===== src/rtl/mult_sequencer.sv =====
// Sequencer for the shared multiplier: reads (A,B) operand pairs from RAM, formats them per mode,
// hands them to the multiplier over valid/ready and streams mode-extended products to the consumer.
module mult_sequencer #(
    parameter int ADDR_W  = 5,
    parameter int DATA_W  = 64,
    parameter int TIMEOUT = 64
) (
    input  logic              clock,
    input  logic              reset,
    input  logic              start,
    input  logic [1:0]        mode,
    input  logic [ADDR_W-1:0] base_addr,
    input  logic [4:0]        num_pairs,
    output logic              mem_rd,
    output logic [ADDR_W-1:0] mem_addr,
    input  logic [DATA_W-1:0] mem_rdata,
    output logic              mul_valid,
    input  logic              mul_ready,
    output logic [1:0]        mul_mode,
    output logic [31:0]       mul_a,
    output logic [31:0]       mul_b,
    input  logic              mul_done,
    input  logic [DATA_W-1:0] mul_product,
    output logic              res_valid,
    input  logic              res_ready,
    output logic [DATA_W-1:0] res_data,
    output logic [4:0]        res_index,
    output logic              busy,
    output logic              done,
    output logic              err
);

    localparam int TW = (TIMEOUT > 1) ? $clog2(TIMEOUT) : 1;

    typedef enum logic [2:0] {
        S_IDLE, S_RD_A, S_RD_B, S_CAP_B, S_ISSUE, S_WAIT, S_OUT, S_FIN
    } state_t;

    state_t            state, state_next;
    logic [1:0]        mode_q;
    logic [ADDR_W-1:0] base_q;
    logic [4:0]        npairs_q;
    logic [4:0]        idx;
    logic [TW-1:0]     timer;
    logic [31:0]       a_q, b_q;
    logic [DATA_W-1:0] res_q;
    logic              err_q;
    logic [ADDR_W-1:0] addr_a, addr_b;
    logic              timed_out;
    logic              unused_rdata;

    assign unused_rdata = ^mem_rdata[DATA_W-1:32];

    assign addr_a    = base_q + ADDR_W'({idx, 1'b0});
    assign addr_b    = addr_a + ADDR_W'(1);
    assign timed_out = (timer == TW'(TIMEOUT - 1));

    function automatic logic [31:0] fmt_op(input logic [1:0] m, input logic [31:0] w);
        case (m)
            2'd0:    return {24'b0, w[7:0]};
            2'd1:    return {{24{w[7]}}, w[7:0]};
            2'd2:    return {{16{w[15]}}, w[15:0]};
            default: return w;
        endcase
    endfunction

    function automatic logic [DATA_W-1:0] ext_prod(input logic [1:0] m, input logic [DATA_W-1:0] p);
        case (m)
            2'd0:    return {{(DATA_W-16){1'b0}}, p[15:0]};
            2'd1:    return {{(DATA_W-16){p[15]}}, p[15:0]};
            2'd2:    return {{(DATA_W-32){p[31]}}, p[31:0]};
            default: return p;
        endcase
    endfunction

    always_ff @(posedge clock or negedge reset) begin
        if (!reset) state <= S_IDLE;
        else        state <= state_next;
    end

    always_comb begin
        state_next = state;
        mem_rd     = 1'b0;
        mem_addr   = '0;
        mul_valid  = 1'b0;
        res_valid  = 1'b0;
        done       = 1'b0;
        case (state)
            S_IDLE:  if (start) state_next = (num_pairs == 5'd0) ? S_FIN : S_RD_A;
            S_RD_A: begin
                mem_rd     = 1'b1;
                mem_addr   = addr_a;
                state_next = S_RD_B;
            end
            S_RD_B: begin
                mem_rd     = 1'b1;
                mem_addr   = addr_b;
                state_next = S_CAP_B;
            end
            S_CAP_B: state_next = S_ISSUE;
            S_ISSUE: begin
                mul_valid = 1'b1;
                if (mul_ready) state_next = S_WAIT;
            end
            S_WAIT: begin
                if (mul_done)       state_next = S_OUT;
                else if (timed_out) state_next = S_FIN;
            end
            S_OUT: begin
                res_valid = 1'b1;
                if (res_ready) state_next = ((idx + 5'd1) == npairs_q) ? S_FIN : S_RD_A;
            end
            S_FIN: begin
                done       = 1'b1;
                state_next = S_IDLE;
            end
            default: state_next = S_IDLE;
        endcase
    end

    // Operands are formatted as they are captured so mul_a/mul_b stay stable through ISSUE.
    always_ff @(posedge clock or negedge reset) begin
        if (!reset) begin
            mode_q   <= '0;
            base_q   <= '0;
            npairs_q <= '0;
            idx      <= '0;
            timer    <= '0;
            a_q      <= '0;
            b_q      <= '0;
            res_q    <= '0;
            err_q    <= 1'b0;
        end else begin
            case (state)
                S_IDLE: if (start) begin
                    mode_q   <= mode;
                    base_q   <= base_addr;
                    npairs_q <= num_pairs;
                    idx      <= '0;
                    err_q    <= 1'b0;
                end
                S_RD_B:  a_q   <= fmt_op(mode_q, mem_rdata[31:0]);
                S_CAP_B: b_q   <= fmt_op(mode_q, mem_rdata[31:0]);
                S_ISSUE: timer <= '0;
                S_WAIT: begin
                    if (mul_done)       res_q <= ext_prod(mode_q, mul_product);
                    else if (timed_out) err_q <= 1'b1;
                    else                timer <= timer + TW'(1);
                end
                S_OUT:   if (res_ready) idx <= idx + 5'd1;
                default: ;
            endcase
        end
    end

    assign busy      = (state != S_IDLE);
    assign mul_mode  = mode_q;
    assign mul_a     = a_q;
    assign mul_b     = b_q;
    assign res_data  = res_q;
    assign res_index = idx;
    assign err       = err_q;

endmodule


===== config.mk =====
export PLATFORM = sky130hd
export DESIGN_NAME = mult_sequencer
export DESIGN_NICKNAME = d
export VERILOG_FILES = /design/src/rtl/mult_sequencer.sv
export SDC_FILE = /design/constraint.sdc
export NUM_CORES = 1
export LEC_CHECK = 0
export ABC_AREA = 1
export BUFFER_PORTS_ARGS = -buffer_cell sky130_fd_sc_hd__buf_4
export CORE_UTILIZATION = 51
export CTS_CLUSTER_DIAMETER = 150
export DETAILED_ROUTE_END_ITERATION = 16
export PLACE_DENSITY = 0.9
export SLEW_MARGIN = 10
export SYNTH_ARGS = -nofsm -noshare
export SYNTH_HDL_FRONTEND = slang
export SYNTH_SLANG_ARGS = --single-unit
export TNS_END_PERCENT = 100

===== constraint.sdc =====
create_clock -name clock -period 2.6 [get_ports clock]
set_input_delay 0.13 -clock clock [delete_from_list [all_inputs] [get_ports clock]]
set_output_delay 0.13 -clock clock [all_outputs]
set_load 0.005 [all_outputs]

**Word level (Yosys, flattened, before mapping)**

Index checks and enable logic that the tools add are counted.

- Word-level logic and storage cells: 71
- Bits in registers: 155
- Output and inout bits: 146

- Mux-type cells: 25
- Equal/unequal tests: 18
- Reductions and logical operators: 14
- Add/subtract/negate cells: 4

Operator list:

| cell | count |
|---|---|
| $pmux W64 S3 | 1 |
| $pmux W32 S3 | 1 |
| $pmux W3 S8 | 1 |
| $mux W3 | 7 |
| $pmux W5 S2 | 2 |
| $eq A3 B3 Y1 const B | 4 |
| $mux W6 | 2 |
| $ne A2 B2 Y1 const B | 6 |
| $pmux W6 S2 | 1 |
| $add A5 B1 Y5 const B | 2 |
| $mux W5 | 2 |
| $reduce_and A4 Y1 | 2 |
| $mux W1 | 7 |
| $add A6 B1 Y6 const B | 1 |
| $eq A3 B2 Y1 const B | 2 |
| $eq A6 B6 Y1 const B | 1 |
| $reduce_and A3 Y1 | 2 |
| $reduce_bool A2 Y1 | 3 |
| $add A5 B5 Y5 | 1 |
| $eq A5 B5 Y1 | 1 |
| $logic_not A5 Y1 | 1 |
| $reduce_and A2 Y1 | 2 |
| $eq A3 B1 Y1 const B | 1 |
| $logic_not A3 Y1 | 1 |
| 7 further kinds | 7 |

**Depth between registers and ports, before layout**

- Depth after elaboration: 5
- Gate-level depth with buffers: 12

**Least setup slack after synthesis**

OpenSTA, ideal clock, no wires.

- Kind: reg-to-output
- Start: register idx[0] (netlist: res_index[0])
- End: output port mem_addr[4]
- Arrival time: 1.759 ns
- Path slack: 0.711 ns
- Cell stages (with the launch flop): 8
- Path through: dfrtp_1 ha_1 fa_1 nand2_1 or2_2 nor2_1 nand2_1 o21ai_0

- Word-level cells in the longest chain between the ends: 3

Ends and longest elaborated chain:

| what | line | text |
|---|---|---|
| start: declaration | 43 | `logic [4:0] idx;` |
| start signal: assignment | 150 | `S_OUT: if (res_ready) idx <= idx + 5'd1;` |
| $add A5 B5 Y5 * | 54 | `assign addr_a = base_q + ADDR_W'({idx, 1'b0});` |
| $add A5 B1 Y5 | 55 | `assign addr_b = addr_a + ADDR_W'(1);` |
| $pmux W5 S2 * | 88 | `case (state)` |
| end: declaration | 15 | `output logic [ADDR_W-1:0] mem_addr,` |

Every way passes the cells marked *; elsewhere a longest branch is shown, timed or not.

**Final worst setup path**

Same ends and word-level chain as after synthesis.

==> flow_metrics.env <==
export IMPL_status="completed"
export IMPL_dpl_worst_slack_ns=0.481
export IMPL_placementRows=41
export IMPL_cts_tree="yes"
export IMPL_grt_first_pass_wirelength_um=32900
export IMPL_grtUsageTotal=0.326
export IMPL_yosys_area_top_type="dfrtp_1"
export IMPL_synthCells=739
export IMPL_antenna_found_initial=1
export IMPL_drc=0
export IMPL_avgSynthCellArea_um2=9.04
export IMPL_drv_slew=0
export IMPL_whs_endpoint="mul_a[5]"
export IMPL_post_synth_top_count_cell="nand2_1"
export IMPL_leakage_nw=5.07
export IMPL_drtIter0Drc=623
export IMPL_netlist_top_cells_area="dfrtp_1 (58%), nand2_1 (13%), a2bb2oi_1 (4.2%), o21ai_0 (3.3%), a31oi_1 (3.0%)"
export IMPL_drive_gt1_frac=0.294
export IMPL_reg2reg_depth=9
export IMPL_grt_pass1_vias=6653
export IMPL_holdPathStages=3
export IMPL_cts_sink_count=155
export IMPL_finalClockSkew_ns=0.0112
export IMPL_gp_congestion=0.843
export IMPL_instances_no_fill=1260
export IMPL_hpwl_um=13000
export IMPL_ys_warn_count=0
export IMPL_insertion_delay_ns=0.42
export IMPL_path_clk_slew_ns=0.06
export IMPL_async_flop_share=1.00
export IMPL_ys_flop_type="dfrtp_1"
export IMPL_root_buffer="clkbuf_16"
export IMPL_io_pins=292
export IMPL_placed_cell_area_mm2=0.00881
export IMPL_dpl_cell_count=1147
export IMPL_fill_cells=739
export IMPL_htree_levels=4
export IMPL_wire_per_inst_um=17.3
export IMPL_io_buffers=259
export IMPL_cp_arrival_ns=2.42
export IMPL_first_pass_iters=5
export IMPL_r2r_end="res_data[33]"
export IMPL_setup_violations_final=0
export IMPL_crit_path_end_kind="primary output"
export IMPL_setup_slack_ns=0.0491
export IMPL_viasPerCell=5.39
export IMPL_fin_area_mm2=0.0102
export IMPL_core_area_mm2=0.0127
export IMPL_initial_core_util=0.527
export IMPL_worst_pin_slew_ns=0.912
export IMPL_grt_overflow=0
export IMPL_ir_worst_vdd_mv=0.685
export IMPL_grt_max_degree=81
export IMPL_synth_area_mm2=0.00668
export IMPL_r2r_slack_ns=0.56
export IMPL_holdCritPathClass="in -> reg"
export IMPL_clk_path_buf_depth=2
export IMPL_netlist_area_leader_share=0.581
export IMPL_multiInputGateArea_mm2=0.00244
export IMPL_die_height_um=116
export IMPL_antenna_left=0
export IMPL_path_class="reg -> out"
export IMPL_nNetsFinal=1225
export IMPL_seq_area_frac_synth=0.581
export IMPL_die_area_mm2=0.0136
export IMPL_path_max_fanout=4
export IMPL_hp_start="mem_rdata[5]"
export IMPL_ys_seq_elements=155
export IMPL_cap_violations=0
export IMPL_startpoint_type="flop"
export IMPL_synth_edf_count=0
export IMPL_p_per_area_mw_per_mm2=1200
export IMPL_tns_ns=0
export IMPL_cts_made_buffers=17
export IMPL_slew_headroom=0.391
export IMPL_synth_nets=892
export IMPL_yosys_top_cells_count="nand2_1 (239), dfrtp_1 (155), inv_1 (51), nor2_1 (50), o21ai_0 (44)"
export IMPL_dr_total_vias=6786
export IMPL_synth_cell_types=27
export IMPL_timing_fmax_ghz=0.392
export IMPL_wl_um=21800
export IMPL_hold_viol=0
export IMPL_dieWidth_um=116
export IMPL_r2r_start="state[1]"
export IMPL_seq_area_mm2=0.00388
export IMPL_cp_data_required_time_ns=2.47
export IMPL_areaGrowthSynthToFinish_pct=53.0
export IMPL_final_period_utilization=0.981
export IMPL_finalCriticalPeriod_ns=2.55
[cell usage in the layout (no fill, tap or decap), types with 2 or more instances in the layout]
master	count
a21oi_1	5
a2bb2oi_1	32
a31oi_1	32
buf_12	2
buf_4	271
bufinv_16	3
clkbuf_1	2
clkbuf_16	17
clkinv_4	5
clkinvlp_4	3
dfrtp_1	154
diode_2	3
dlygate4sd3_1	77
ha_1	5
inv_1	51
inv_2	4
nand2_1	239
nand3_1	37
nand4_1	5
nor2_1	50
nor2_2	3
nor2_4	2
nor3_1	4
o21a_1	17
o21ai_0	44
o22ai_1	4
or2_2	2
xnor2_1	3
xor2_1	2
[worst max-delay path by stage]
| stage | cells after the start | start | slack [ns] | to |
|---|---|---|---|---|
| finish | 8 | res_index[0] | 0.05 | mem_addr[4] |
| global route | 8 | res_index[0] | -0.01 | mem_addr[4] |
| CTS | 8 | res_index[0] | 0.02 | mem_addr[4] |
| detailed placement | 8 | res_index[0] | 0.48 | mem_addr[4] |
| global placement | 8 | res_index[0] | 0.47 | mem_addr[4] |
| floorplan | 7 | res_index[0] | 0.71 | mem_addr[4] |
[what timing repair did]
item,4_1_cts,5_1_grt
setup buffers,0,1
gates resized for setup,1,2
pin swaps,0,1
gates cloned,0,0
setup endpoints to repair,1,1
hold endpoints to repair,160,0
hold buffers,77,0
[cell families (layout without fill, tap and decap cells)]
group	Yosys count	in the layout	synth area share
buffers and inverters	92	438	0.0558
other	0	3	0
flip-flops	155	155	0.581
AO/OA/AOI/OAI	137	137	0.135
adder cells (fa/ha/maj)	7	7	0.0142
AND/OR/NAND/NOR	343	343	0.207
XOR/XNOR	5	5	0.00656
[flip-flops by register name, summed over array words and instances (netlist names)]
register   flops
res_index      5
mul_b         32
res_data      64
base_q         5
npairs_q       5
state          3
timer          6
mul_mode       2
err            1
mul_a         32
[critical path, cell delays in order, from the launching register on]
cell,delay (ns)
dfrtp_2,0.42
ha_2,0.20
fa_1,0.56
nand2_1,0.08
or2_2,0.33
nor2_1,0.10
nand2_1,0.05
o21ai_0,0.10
buf_4,0.15
[per-stage QoR]
step | power [W] | util | hold WS (ns)
3_3_place_gp | 0.00910 | 0.695 | 0.225
5_1_grt | 0.0130 | 0.806 | 0.00955
2_1_floorplan | 0.00669 | - | -0.166
6_report | 0.0122 | 0.806 | 0.0211
3_5_place_dp | 0.00933 | 0.695 | 0.227
4_1_cts | 0.0120 | 0.805 | 0.00184
[layout make-up]
| type | instances | area share |
|---|---|---|
| Clock buffer | 20 | 0.0437 |
| Multi-Input combinational cell | 492 | 0.239 |
| Tap cell | 172 | 0.0211 |
| Antenna cell | 3 | 0.000735 |
| Inverter | 55 | 0.0202 |
| Sequential cell | 155 | 0.380 |
| Timing Repair Buffer | 351 | 0.280 |
| Clock inverter | 12 | 0.0162 |
[where the power goes]
group          internal [W]  total (W)  switching, W  leakage (nW)
logic               0.00264    0.00529       0.00266          2.92
registers           0.00357    0.00439      0.000814          1.86
clock network       0.00155    0.00255       0.00101         0.287
[per-layer routing]
layer	vias to the layer above	global-route usage	wire, µm
met3	105	0.0856	1810
met1	3182	0.360	7790
met2	398	0.551	10900
met5	-	0	0
met4	0	0.223	1300
li1	3101	-	-
Power figures use the tool's default switching activity.
